<file path="config.mk">
export PLATFORM = sky130hd
export DESIGN_NAME = recorre_ram_ctrl
export DESIGN_NICKNAME = d
export VERILOG_FILES = /design/src/rtl/recorre_ram_ctrl.sv
export SDC_FILE = /design/constraint.sdc
export NUM_CORES = 1
export LEC_CHECK = 0
export ABC_AREA = 1
export CORE_MARGIN = 1.5
export CORE_UTILIZATION = 50
export DETAILED_ROUTE_END_ITERATION = 12
export PLACE_DENSITY = 0.79
export SLEW_MARGIN = 10
export SYNTH_ARGS = -nofsm -noshare
export SYNTH_HDL_FRONTEND = slang
export SYNTH_SLANG_ARGS = --single-unit
</file>
<file path="constraint.sdc">
create_clock -name clk -period 5.1 [get_ports clk]
set_clock_uncertainty 0.2 [all_clocks]
set_input_delay 1.02 -clock clk [delete_from_list [all_inputs] [get_ports clk]]
set_output_delay 1.02 -clock clk [all_outputs]
set_load 0.03 [all_outputs]
</file>
<file path="src/rtl/recorre_ram_ctrl.sv">
// recorre_ram_ctrl: walks a RAM address window [dir_inicio, dir_fin] in STEP
// increments, one read request per advance tick, one-shot or looping.
module recorre_ram_ctrl #(
  parameter int ADDR_W  = 26,
  parameter int STEP    = 2,
  parameter int LOOPS_W = 8
) (
  input  logic               clk,
  input  logic               rst_n,
  input  logic [ADDR_W-1:0]  dir_inicio,
  input  logic [ADDR_W-1:0]  dir_fin,
  input  logic               modo_loop,
  input  logic               iniciar,
  input  logic               detener,
  input  logic               pausa,
  input  logic               tick,
  input  logic               mem_ack,
  output logic [ADDR_W-1:0]  DireccionRAM,
  output logic               mem_req,
  output logic               activo,
  output logic               fin,
  output logic [LOOPS_W-1:0] vueltas,
  output logic               perdido,
  output logic               err_cfg
);

  typedef enum logic [1:0] {IDLE, LEER, ESPERA} estado_t;

  // STEP widened by one bit so the sum below can carry past the top address
  localparam logic [ADDR_W:0] STEP_W = (ADDR_W+1)'(STEP);

  estado_t             estado, estado_d;
  logic [ADDR_W-1:0]   dir_ini_q, dir_fin_q;
  logic                loop_q;
  logic [ADDR_W-1:0]   dir_ini_d, dir_fin_d, dir_d;
  logic                loop_d;
  logic                fin_d, perdido_d, err_d, req_d;
  logic [LOOPS_W-1:0]  vueltas_d;
  logic [ADDR_W:0]     siguiente;
  logic                tick_ok;

  assign activo    = (estado != IDLE);
  assign tick_ok   = tick & ~pausa;
  assign siguiente = {1'b0, DireccionRAM} + STEP_W;

  // State and datapath registers; synchronous active-low reset
  always_ff @(posedge clk) begin
    if (!rst_n) begin
      estado       <= IDLE;
      DireccionRAM <= '0;
      dir_ini_q    <= '0;
      dir_fin_q    <= '0;
      loop_q       <= 1'b0;
      vueltas      <= '0;
      mem_req      <= 1'b0;
      fin          <= 1'b0;
      perdido      <= 1'b0;
      err_cfg      <= 1'b0;
    end else begin
      estado       <= estado_d;
      DireccionRAM <= dir_d;
      dir_ini_q    <= dir_ini_d;
      dir_fin_q    <= dir_fin_d;
      loop_q       <= loop_d;
      vueltas      <= vueltas_d;
      mem_req      <= req_d;
      fin          <= fin_d;
      perdido      <= perdido_d;
      err_cfg      <= err_d;
    end
  end

  // Next state and next register values; priority detener > iniciar > ack/tick
  always_comb begin
    estado_d  = estado;
    dir_d     = DireccionRAM;
    dir_ini_d = dir_ini_q;
    dir_fin_d = dir_fin_q;
    loop_d    = loop_q;
    vueltas_d = vueltas;
    fin_d     = 1'b0;
    perdido_d = perdido;
    err_d     = err_cfg;

    if (detener) begin
      estado_d = IDLE;
    end else if (iniciar) begin
      if (dir_inicio <= dir_fin) begin
        dir_ini_d = dir_inicio;
        dir_fin_d = dir_fin;
        loop_d    = modo_loop;
        dir_d     = dir_inicio;
        vueltas_d = '0;
        perdido_d = 1'b0;
        err_d     = 1'b0;
        estado_d  = LEER;
      end else begin
        err_d    = 1'b1;
        estado_d = IDLE;
      end
    end else begin
      unique case (estado)
        IDLE: ;
        LEER: begin
          // a tick here means the sample period was shorter than the memory latency
          if (tick_ok) perdido_d = 1'b1;
          if (mem_ack) estado_d = ESPERA;
        end
        ESPERA: begin
          if (tick_ok) begin
            if (siguiente <= {1'b0, dir_fin_q}) begin
              dir_d    = siguiente[ADDR_W-1:0];
              estado_d = LEER;
            end else if (loop_q) begin
              dir_d    = dir_ini_q;
              fin_d    = 1'b1;
              if (vueltas != '1) vueltas_d = vueltas + LOOPS_W'(1);
              estado_d = LEER;
            end else begin
              // one-shot end: address stays on the last legal value
              fin_d    = 1'b1;
              estado_d = IDLE;
            end
          end
        end
        default: estado_d = IDLE;
      endcase
    end

    // request is asserted for exactly the cycles spent in LEER
    req_d = (estado_d == LEER);
  end

endmodule

</file>
==> run_results.csv <==
group,metric,value,unit
cts,numCtsBuffers,9,
sta,finalCritPeriodShare,85.3,%
layout,nFillCells,1150,
cts,htreeDepth,3,
cts,hold_buffers,0,
setup_path,crit_path_start_kind,"flop",
grt,antenna_found_initial,0,
cts,ctsLongestPathBuffers,2,
sta,rsz0062_at_grt,"no",
cts,postCtsSetupBuffers,0,
logic_synthesis,synthFlopType,"dfxtp_1",
grt,grt_pass1_vias,5892,
setup_path,cp_slowest_cell,"nand2_4",
routing,drc,0,
floorplan,io_pins,99,
logic_synthesis,syn_area,6290,sq um
setup_path,crit_fanout,28,
floorplan,initial_utilization,51.7,%
sta,finalWorstPathRequiredPeriod,4.35,ns
place,dp.cells,1167,
routing,routed_wl,17300,um
setup_path,cpMostUsedCell,"nand2_1",
place,place_congestion,0.871,
logic_synthesis,synth_cell_types,37,
floorplan,core-area,12200,sq um
logic_synthesis,synth_nets,1049,
layout,final_cells,1182,
routing,detail_route.wl_per_cell,14.6,um
layout,final_cell_mix,"220 x nand2_1, 116 x inv_1, 96 x clkdlybuf4s50_1",
sta,slew_headroom,30.4,%
layout,layout-drive-gt1-share,6.11,%
run_status,status,"complete, no violations",
cts,clk-insertion-delay-late,0.35,ns
cts,clkTransAtPathRegs,0.06,ns
floorplan,die_x,115,um
setup_path,worstSetupEndpointType,"flop",
setup_path,slowest_delay,0.46,ns
sta,finalSetupTns,0,ns
logic_synthesis,synth_edf_count,0,
sta,hold_ws,0.259,ns
setup_path,cp.required,5.14,ns
min_path,min_path_type,"reg -> reg",
job,max_cap_violations,0,
layout,fin_nets,1124,
layout,final-seq-area,1860,sq um
logic_synthesis,avgSynthCellArea,6.73,sq um
setup_path,cp_top_family,"simple AND/OR/NAND/NOR gates",
setup_path,worst-path-buf-inv,1,
layout,mostFrequentLayoutCell,"nand2_1",
routing,num_vias,6265,
floorplan,rows,40,
routing,detail-route-antenna-nets,0,
grt,overflow,0,
logic_synthesis,yosysWarningCount,0,
cts,clkSinkCount,93,
place,port_buffers,98,
floorplan,die_height,115,um
logic_synthesis,async_reset_ff_share,0,%
sta,hold_viol_final,0,
power,ir_worst_vdd,174,uV
logic_synthesis,syn_inst,935,
layout,utilization,62.5,%
sta,fmax,230,MHz
cts,cts.repair.resized,0,
setup_path,crit_type,"reg -> reg",
setup_path,crit_arrival,4.39,ns
sta,drv_slew,0,
layout,syn2layout_area_growth,20.8,%
grt,groute.usage.overall,27.6,%
grt,grt_pass1_wl,28700,um
sta,worstMarginPinSlew,1.04,ns
place,dp_hpwl,12500,um
layout,multi_input_area,3780,sq um
setup_path,crit_chain,"ha_1, nand3_1, nor2_1, nand3_1, nor3_2, xor2_1, ha_1, nand2_1, inv_1, nand3_1, nor2_1, nand2_1, nand2_1, nand2_4, nand2_8, nand3_4, nand2_4, nand2_1, nand2_1, nor2_1",
floorplan,dieArea,13300,sq um
routing,drtPass1Iterations,8,
routing,drt_iter0_drc,480,
logic_synthesis,seq_area_frac_synth,29.6,%
cts,cts_tree,"built",
logic_synthesis,ys_seq_elements,93,
cts,clockRootBuffer,"clkbuf_16",
power,powerDensity,286,nW/um^2
grt,grt_start_max_net_pins,62,
sta,finalSetupViolCount,0,
routing,routed_via_density,5.30,
layout,diodes,0,
power,power_leakage,0.00334,uW
==> sequential cells by signal, indices dropped and copies added, names as in the netlist <==
| register | cells |
|---|---|
| loop_q | 1 |
| vueltas | 8 |
| dir_ini_q | 26 |
| perdido | 1 |
| estado | 2 |
| err_cfg | 1 |
| mem_req | 1 |
| dir_fin_q | 26 |
| fin | 1 |
| DireccionRAM | 26 |
==> layer usage <==
metal	global-route usage [%]	up-vias	share of wire (%)
met1	36.9	2800	45
met3	6.11	32	7.5
met5	0	-	0
met4	10.2	0	2.4
met2	43.7	265	45
li1	-	3168	-
==> final cells by class <==
class | instances | area share (%)
clock buffers | 14 | 3.60
well taps | 168 | 2.77
flip-flops and latches | 93 | 24.5
repair buffers | 103 | 13.3
clock inverters | 1 | 0.0658
inverters | 123 | 6.07
multi-input cells | 680 | 49.7
==> cells by family (layout without fill, tap and decap cells) <==
logic type	Yosys count	in the layout	share of synthesized area [%]
flip-flops	93	93	29.6
AO/OA/AOI/OAI	144	144	12.6
buffers and inverters	162	241	10.3
XOR/XNOR	27	27	3.76
AND/OR/NAND/NOR	455	455	33.0
adder cells (fa/ha/maj)	54	54	10.7
==> power breakdown <==
| part | total [uW] | switching [uW] | internal, uW | leakage (uW) |
|---|---|---|---|---|
| clock network | 651 | 284 | 368 | 0.000139 |
| logic | 708 | 460 | 248 | 0.00245 |
| registers | 816 | 39.8 | 776 | 0.000759 |
==> cells in the mapped netlist (4+ instances only) <==
cell type,number,share of area [%]
inv_1,116,6.9
nand2_1,220,13
nand4_1,16,1.6
ha_1,54,11
a21o_1,4,0.48
nand2_2,15,1.5
nand2_4,4,0.72
nor2_1,93,5.5
buf_4,4,0.48
xor2_1,26,3.6
nor3_1,10,0.80
inv_2,5,0.30
a21oi_1,88,7.0
nor2_4,4,0.72
buf_1,4,0.24
o21ai_0,30,2.4
buf_2,9,0.72
o31ai_1,17,2.0
nand3_1,81,6.4
clkbuf_1,20,1.2
dfxtp_1,93,30
==> final timing paths <==
path,from,end,slack [ns],cells past startpoint
worst max-delay path,DireccionRAM[2],DireccionRAM[2],0.75,20
worst min-delay path,dir_fin_q[1],dir_fin_q[1],0.26,2
worst max register to register,DireccionRAM[2],DireccionRAM[2],0.75,20
worst min register to register,dir_fin_q[1],dir_fin_q[1],0.26,2
==> metrics by stage <==
| step | cell area, sq um | power, uW | setup slack, ns |
|---|---|---|---|
| 3_3_place_gp | 7320 | 1520 | 0.788 |
| 3_5_place_dp | 7320 | 1530 | 0.742 |
| 4_1_cts | 7600 | 2180 | 0.761 |
| 2_1_floorplan | 6290 | 1320 | 1.72 |
| 5_1_grt | 7600 | 2300 | 0.338 |
| 6_report | 7600 | 2180 | 0.750 |
==> worst reg2reg max path, delay by kind of cell, from the launching register on <==
family	cells	cell delay, ns
and+or+nand+nor	16	2.98
xor gates and xnor gates	1	0.14
adders and majority gates	2	0.51
buffers and inverters	1	0.06
DFF	1	0.40
Power figures use the tool's default switching activity.
